<file path="config.mk">
export PLATFORM = sky130hd
export DESIGN_NAME = branch_predictor_gshare
export DESIGN_NICKNAME = d
export VERILOG_FILES = /design/src/rtl/branch_predictor_gshare.sv
export SDC_FILE = /design/constraint.sdc
export NUM_CORES = 2
export LEC_CHECK = 0
export BUFFER_PORTS_ARGS = -buffer_cell sky130_fd_sc_hd__buf_4
export CAP_MARGIN = 20
export CORE_UTILIZATION = 64
export CTS_BUF_LIST = sky130_fd_sc_hd__clkbuf_8
export CTS_CLUSTER_SIZE = 14
export DETAILED_ROUTE_END_ITERATION = 12
export PLACE_DENSITY = 0.92
export SETUP_SLACK_MARGIN = 0.5
export SLEW_MARGIN = 5
export SYNTH_ARGS = -nofsm -noshare
export SYNTH_HDL_FRONTEND = slang
export SYNTH_SLANG_ARGS = --single-unit
</file>
<file path="constraint.sdc">
create_clock -name clk_in -period 6.1 [get_ports clk_in]
set_input_delay 0.61 -clock clk_in [delete_from_list [all_inputs] [get_ports clk_in]]
set_output_delay 0.61 -clock clk_in [all_outputs]
set_load 0.005 [all_outputs]
</file>
<file path="src/rtl/branch_predictor_gshare.sv">
// Gshare/bimodal conditional-branch predictor: 2-bit counter table plus an
// in-order queue of in-flight predictions checked against resolved outcomes.
module branch_predictor_gshare #(
    parameter int IDX_W  = 6,
    parameter int Q_W    = 3,
    parameter int GHR_W  = 4,
    parameter int GSHARE = 1
) (
    input  logic            clk_in,
    input  logic            rst_in,
    input  logic            rdy_in,
    input  logic            req_valid,
    input  logic [31:0]     req_pc,
    input  logic [31:0]     req_imm,
    output logic            req_ready,
    output logic            pred_taken,
    output logic [31:0]     pred_target,
    input  logic            res_valid,
    input  logic [31:0]     res_pc,
    input  logic            res_taken,
    output logic            predict_fail,
    output logic [31:0]     fail_addr,
    output logic [Q_W:0]    count
);
    localparam int DEPTH   = 1 << Q_W;
    localparam int ENTRIES = 1 << IDX_W;
    localparam logic [Q_W-1:0] PTR_ONE = Q_W'(1);
    localparam logic [Q_W:0]   CNT_ONE = (Q_W+1)'(1);
    localparam logic [Q_W:0]   CNT_MAX = (Q_W+1)'(DEPTH);

    typedef struct packed {
        logic [31:0]      pc;
        logic [31:0]      alt;
        logic             pred;
        logic [IDX_W-1:0] ix;
        logic [GHR_W-1:0] hist;
    } entry_t;

    entry_t           queue [DEPTH];
    logic [1:0]       ctr [ENTRIES];
    logic [GHR_W-1:0] ghr;
    logic [Q_W-1:0]   front;
    logic [Q_W-1:0]   rear;

    logic [IDX_W-1:0] idx;
    logic [31:0]      taken_addr;
    logic [31:0]      fall_addr;
    entry_t           head;
    logic [1:0]       head_ctr;
    logic             match;
    logic             push;
    logic             pop;
    logic [GHR_W-1:0] ghr_push;
    logic [GHR_W-1:0] ghr_fix;

    generate
        if (GSHARE != 0) begin : g_gshare
            assign idx = req_pc[IDX_W+1:2] ^ IDX_W'(ghr);
        end else begin : g_bimodal
            assign idx = req_pc[IDX_W+1:2];
        end
    endgenerate

    assign taken_addr = req_pc + req_imm;
    assign fall_addr  = req_pc + 32'd4;
    assign head       = queue[front];
    assign head_ctr   = ctr[head.ix];

    // Shift-in via truncating cast so GHR_W == 1 needs no special case.
    assign ghr_push = GHR_W'({ghr, pred_taken});
    assign ghr_fix  = GHR_W'({head.hist, res_taken});

    // Request side: an entry is taken on a cycle where req_valid && req_ready
    // (and rdy_in, and no misprediction flush); req_ready never looks at a
    // same-cycle pop. Resolve side has no ready: res_valid is a broadcast.
    assign req_ready    = (count != CNT_MAX);
    assign pred_taken   = req_valid && rdy_in && ctr[idx][1];
    assign pred_target  = pred_taken ? taken_addr : (req_valid ? fall_addr : 32'd0);
    assign match        = res_valid && rdy_in && (count != '0) && (res_pc == head.pc);
    assign predict_fail = match && (head.pred != res_taken);
    assign fail_addr    = predict_fail ? head.alt : 32'd0;
    assign pop          = match && !predict_fail;
    assign push         = req_valid && req_ready && rdy_in && !predict_fail;

    always_ff @(posedge clk_in or negedge rst_in) begin
        if (!rst_in) begin
            front <= '0;
            rear  <= '0;
            count <= '0;
            ghr   <= '0;
            for (int i = 0; i < DEPTH; i++) begin
                queue[i] <= '0;
            end
        end else begin
            if (push) begin
                queue[rear] <= '{pc: req_pc, alt: (pred_taken ? fall_addr : taken_addr),
                                 pred: pred_taken, ix: idx, hist: ghr};
                rear <= rear + PTR_ONE;
            end
            if (predict_fail) begin
                front <= rear;
                count <= '0;
                ghr   <= ghr_fix;
            end else begin
                if (pop) begin
                    front <= front + PTR_ONE;
                end
                if (push && !pop) begin
                    count <= count + CNT_ONE;
                end else if (pop && !push) begin
                    count <= count - CNT_ONE;
                end
                if (push) begin
                    ghr <= ghr_push;
                end
            end
        end
    end

    // Counters reset to weakly not-taken; a lookup this cycle sees the old value.
    always_ff @(posedge clk_in or negedge rst_in) begin
        if (!rst_in) begin
            for (int i = 0; i < ENTRIES; i++) begin
                ctr[i] <= 2'b01;
            end
        end else if (match) begin
            if (res_taken && (head_ctr != 2'b11)) begin
                ctr[head.ix] <= head_ctr + 2'd1;
            end else if (!res_taken && (head_ctr != 2'b00)) begin
                ctr[head.ix] <= head_ctr - 2'd1;
            end
        end
    end

endmodule

</file>
## Word-level counts from Yosys, hierarchy flattened

Index checks and enable logic that the tools add are counted.
Widths: inputs -> output; s select.

| word-level totals | value |
|---|---|
| memories | 0 |
| bits of input ports | 102 |
| bits in registers | 742 |
| bits in read-only memories | 0 |
| bits in latches | 0 |
| RAM bits | 0 |
| output and inout bits | 71 |

| cells by class | value |
|---|---|
| bitwise gates (word level) | 5 |
| equality and inequality tests | 4 |
| reduce and logical (&&, ||, !) cells | 27 |
| divide/modulo/power cells | 0 |
| magnitude comparators | 6 |
| add/sub/neg operators | 8 |
| multiply operators | 0 |
| mux-type cells | 29 |
| shift operators | 0 |

Operators with widths:

| cell | count |
|---|---|
| $bwmux 600 | 1 |
| $bwmux 128 | 2 |
| $mux 128 | 2 |
| $bmux 75 s3 | 1 |
| $demux 75 s3 | 1 |
| $mux 75 | 3 |
| $mux 32 | 4 |
| $add 32x3->32 const B | 1 |
| $add 32x32->32 | 1 |
| $eq 32x32->1 | 1 |
| $bmux 2 s6 | 2 |
| $mux 4 | 5 |
| $logic_and 1x1->1 | 16 |
| $ge 7x7->1 const B | 2 |
| $not 6->7 | 2 |
| $demux 2 s6 | 1 |
| $mux 2 | 5 |
| $ge 4x4->1 const B | 2 |
| $not 3->4 | 2 |
| $reduce_bool 2->1 | 4 |
| $lt 7x1->1 const B | 1 |
| $add 3x1->3 const B | 2 |
| $mux 3 | 2 |
| $xor 6x4->6 | 1 |
| 12 further kinds | 15 |

## Logic depth before layout (Yosys ltp)

| logic depth | value |
|---|---|
| depth after elaboration | 14 |
| gate-level depth with buffers | 22 |

## Least setup slack after synthesis

OpenSTA, ideal clock, no wires.

| path | value |
|---|---|
| kind | register to register |
| start | register front[1] |
| end | register ctr[15] (netlist bit) |
| library setup time | 0.125 ns |
| data required time | 5.975 ns |
| arrival | 4.525 ns |
| stages on the path, launching flop included | 22 |
| setup slack | 1.450 ns |
| path buffers | 6 |
| path through | dfrtp_1 buf_6 buf_6 buf_2 mux4_2 mux2i_1 clkbuf_1 nor2_1 a222oi_1 mux2_2 o22ai_1 a211oi_1 and3_1 buf_2 buf_2 inv_1 ha_1 mux2i_1 nand2_1 nor2_1 and3_1 mux2_2 |

| on the way | value |
|---|---|
| word-level cells in the longest chain between the ends | 12 |
| elaborated cells between the ends (all ways) | 27 |
| classes of those cells | add/sub: 2; order compare: 2; eq/ne: 2; mux: 12; bitwise: 2; reduce/logical: 7 |

Ends and longest elaborated chain:

| element | line | source |
|---|---|---|
| start: declaration | 42 | `logic [Q_W-1:0] front;` |
| start signal: assignment | 101 | `front <= rear;` |
| start signal: assignment | 106 | `front <= front + PTR_ONE;` |
| $not 3->4 (not written as such) (*) | 66 | `assign head = queue[front];` |
| $bmux 75 s3 (*) | 66 |  |
| $mux 75 (not written as such) (*) (2 in series) | 66 |  |
| $not 6->7 (not written as such) | 67, 128, 130 |  |
| $bmux 2 s6, or another cell as far along | 67 | `assign head_ctr = ctr[head.ix];` |
| $mux 2 (not written as such) / $logic_and 1x1->1 (equally long branches) | 67, 128, 130 |  |
| $mux 2 (on tied branches) | 67, 128, 130 |  |
| $sub 2x1->2, or another cell as far along | 130 | `ctr[head.ix] <= head_ctr - 2'd1;` |
| $bwmux 128, or another cell as far along | 130 |  |
| $mux 128 / $reduce_bool 2->1 (equally long branches) | - |  |
| $mux 128 / $reduce_and 2->1 (equally long branches) | - |  |
| end signal: indexed assignment | 128 | `ctr[head.ix] <= head_ctr + 2'd1;` |
| end signal: indexed assignment | 130 |  |
| end: declaration | 40 | `logic [1:0] ctr [ENTRIES];` |

Every way passes the cells marked *; elsewhere a longest branch is shown, timed or not. The select of a mux whose other input is x is not followed.
A chain may end at the register's enable or synchronous reset.

## Worst setup path in the final report

| path | value |
|---|---|
| start | register front[1] |
| end | output port fail_addr[16] |

| on the way | value |
|---|---|
| word-level cells in the longest chain between the ends | 8 |
| elaborated cells between the ends (all ways) | 9 |
| classes of those cells | eq/ne: 2; mux: 4; bitwise: 1; reduce/logical: 2 |

Ends and longest elaborated chain:

| element | line | source |
|---|---|---|
| $not 3->4 (not written as such) (*) | 66 |  |
| $bmux 75 s3 (*) | 66 |  |
| $mux 75 (not written as such) (*) (2 in series) | 66 |  |
| $eq 32x32->1 | 79 | `assign match = res_valid && rdy_in && (count != '0) && (res_pc == head.pc);` |
| $logic_and 1x1->1 | 79 |  |
| $logic_and 1x1->1 | 80 | `assign predict_fail = match && (head.pred != res_taken);` |
| $mux 32 (*) | 81 | `assign fail_addr = predict_fail ? head.alt : 32'd0;` |
| end: declaration | 22 | `output logic [31:0] fail_addr,` |

Marks and branches as above.

==> results.py <==
metrics = {
    "detailed_routing": {
        "drtIter0Drc": 3966,
        "final_antenna_net_count": 0,
        "via_per_inst": 7.05,
        "drcViolationCount": 0,
        "wl_per_cell_um": 29.0,
        "vias": 27932,
        "totalWireLength_um": 115000,
        "firstDrtPassIters": 6,
    },
    "timing": {
        "hold_slack_ns": 0.0222,
        "finalSetupViolCount": 0,
        "max-slew-margin-rel": 0.102,
        "min_period_ns": 5.73,
        "hold_viol": 0,
        "rsz0062_at_grt": "no",
        "period_share": 0.939,
        "finalClockSkew_ns": 0.0514,
        "tightest_slew_ns": 1.34,
        "finalSetupTns_ns": 0,
        "fmax_mhz": 175,
        "slew_violations": 0,
    },
    "power": {
        "cellPowerDensity_mw_per_mm2": 445,
        "p_total_mw": 18.7,
        "max-vdd-ir-drop_mv": 0.402,
        "p_leak_nw": 18.6,
    },
    "global_route": {
        "grt_usage": 0.391,
        "grt_pass1_wl_um": 176000,
        "antenna_found_initial": 1,
        "first_global_vias": 29343,
        "grt_overflow_total": 0,
        "grt_max_degree": 150,
    },
    "synthesis": {
        "synthCells": 2953,
        "syn-mean-instance-area_um2": 12.7,
        "yosysMostFrequentCell": "dfrtp_1",
        "ys_seq_elements": 718,
        "async_reset_ff_frac": 1.00,
        "synth_top_cells_by_area": "dfrtp_1, mux2_2, mux4_2, mux2_4, dfstp_2",
        "yosysSeqAreaShare": 0.480,
        "yosys.area.top_type": "dfrtp_1",
        "synth_ff_type": "dfrtp_1",
        "synth.top_cells.by_count": "dfrtp_1, mux2_2, nand2_1",
        "syn_nets": 3095,
        "synth.yosys.warnings": 0,
        "netlist_area_mm2": 0.0376,
        "yosysUniqueCellTypes": 69,
        "synth_edf_count": 0,
        "synth_top_cell_area_share": 0.435,
    },
    "critical_path": {
        "critPathKind": "reg2out",
        "crit_slowest_cell": "or4_4",
        "r2r-end": "queue[449]",
        "required_ns": 5.49,
        "r2r-start": "front[1]",
        "path_cells": "buf_8 > mux4_2 > mux2i_1 > xnor2_1 > nor4_1 > nand4_1 > or4_4 > buf_4 > nor2_1 > buf_4",
        "end_kind": "primary output",
        "worstSetupStartpointType": "flop",
        "path_max_fanout": 28,
        "r2r_setup_slack_ns": 0.66,
        "reg2reg_depth": 11,
        "slowest_delay_ns": 0.73,
        "critical_path_arrival_ns": 5.12,
        "cpMostUsedCell": "buf_4",
    },
    "floorplanning": {
        "die_x_um": 244,
        "start_util": 0.649,
        "die_h_um": 244,
        "io_pins": 173,
        "rows": 88,
        "die-area_mm2": 0.0597,
        "coreArea_mm2": 0.0579,
    },
    "cts": {
        "ctsHtreeMaxLevel": 3,
        "cts_buffer_depth": 3,
        "clk_latency_ns": 0.75,
        "numCtsBuffers": 112,
        "clkTransAtPathRegs_ns": 0.07,
        "cts.sinks": 718,
        "cts_tree": "yes",
        "root_buffer": "clkbuf_8",
    },
    "cells_and_area": {
        "multi_input_area_mm2": 0.0183,
        "drive_above_1_share": 0.357,
        "fillers": 3410,
        "regArea_mm2": 0.0181,
        "syn_to_final_growth_pct": 11.9,
        "fin_util": 0.727,
        "fin_nets": 3252,
    },
    "flow_run": {
        "max_cap_viol_count": 0,
    },
    "place": {
        "dp_hpwl_um": 71700,
        "placement.io_buffers": 172,
        "gp_congestion": 1.01,
    },
    "outcome": {
        "status": "completed",
    },
    "worst_hold_path": {
        "min_path_type": "in2async",
    },
}
through the flow:
step / cells / cell area [um^2] / worst slack, ns
after floorplan: 2953 / 37600 / 1.45
after global placement: 3754 / 39500 / 0.696
after detailed placement: 3754 / 39500 / 0.487
after CTS: 3957 / 42000 / 0.517
after global routing: 3961 / 42100 / 0.421
final: 3961 / 42100 / 0.370
per-layer routing:
metal  share of wire  routed length [um]  vias to the layer above  GRT usage
met1            0.36               41300                    14064      0.499
met3            0.11               13200                      569      0.106
met4           0.065                7480                        0      0.242
met2            0.46               53000                     2206      0.597
met5               0                   0                        -          0
li1                -                   -                    11093          -
report_power, final:
part | switching [mW] | leakage, nW | internal, mW
clock | 1.98 | 1.33 | 2.29
combinational | 3.47 | 8.35 | 3.09
sequential | 1.29 | 8.87 | 6.61
total | 6.74 | 18.6 | 12.0
state kept, by name (all words and copies together) (netlist names), named ones only:
register  cells
queue       576
ghr           4
count         4
rear          3
ctr          64
front         3
final cells by class:
| type | instances | share of cell area |
|---|---|---|
| multi-input combinational | 1960 | 0.434 |
| sequential | 718 | 0.429 |
| timing repair buffer | 261 | 0.0530 |
| clock buffer | 148 | 0.0484 |
| tap | 765 | 0.0227 |
| clock inverter | 51 | 0.00755 |
| inverter | 57 | 0.00508 |
| antenna | 1 | 0.0000595 |
kinds of logic (layout without fill, tap and decap cells):
group / after synthesis / in the layout / synth area share
AND/OR/NAND/NOR: 593 / 594 / 0.0716
multiplexers: 879 / 879 / 0.320
other: 0 / 1 / 0
XOR/XNOR: 92 / 92 / 0.0216
AO/OA/AOI/OAI: 355 / 355 / 0.0561
flip-flops: 718 / 718 / 0.480
buffers and inverters: 276 / 517 / 0.0371
adder cells (fa/ha/maj): 40 / 40 / 0.0137
repair_timing:
item | 4_1_cts | 5_1_grt
pin swaps | 1 | 2
endpoints found under the hold margin | 0 | 0
buffers inserted | 3 | 1
setup endpoints to repair | 53 | 84
cloned | 1 | 1
hold buffers | 0 | 0
gates resized for setup | 9 | 13
worst max-delay path by stage:
stage | startpoint | end | cells after the start | slack, ns
final | front[1] | fail_addr[16] | 10 | 0.37
after CTS | front[1] | fail_addr[25] | 12 | 0.52
after detailed placement | front[2] | queue[91] | 11 | 0.49
after floorplan | front[1] | ctr[15] | 21 | 1.45
after global placement | front[2] | queue[105] | 11 | 0.70
after global routing | front[1] | fail_addr[21] | 10 | 0.42
cells in the final DEF, fill, tap and decap left out, types with 88 or more instances in the layout:
master	count
dfrtp_1	651
mux2_2	335
buf_4	236
nand2_1	209
mux4_2	163
nor2_1	150
clkbuf_8	148
mux2_1	137
mux2i_1	123
o21ai_0	123
mux2_4	119
nand3_1	105
a21oi_1	93
inv_1	88
critical path: cells and delay by family (launching register included):
family,cells,cell delay (ns)
and+or+nand+nor,4,1.91
buffers and inverters,3,0.78
muxes,2,0.81
DFF,1,0.59
xor gates and xnor gates,1,0.23
No activity file was read; power rests on OpenSTA's default activity.
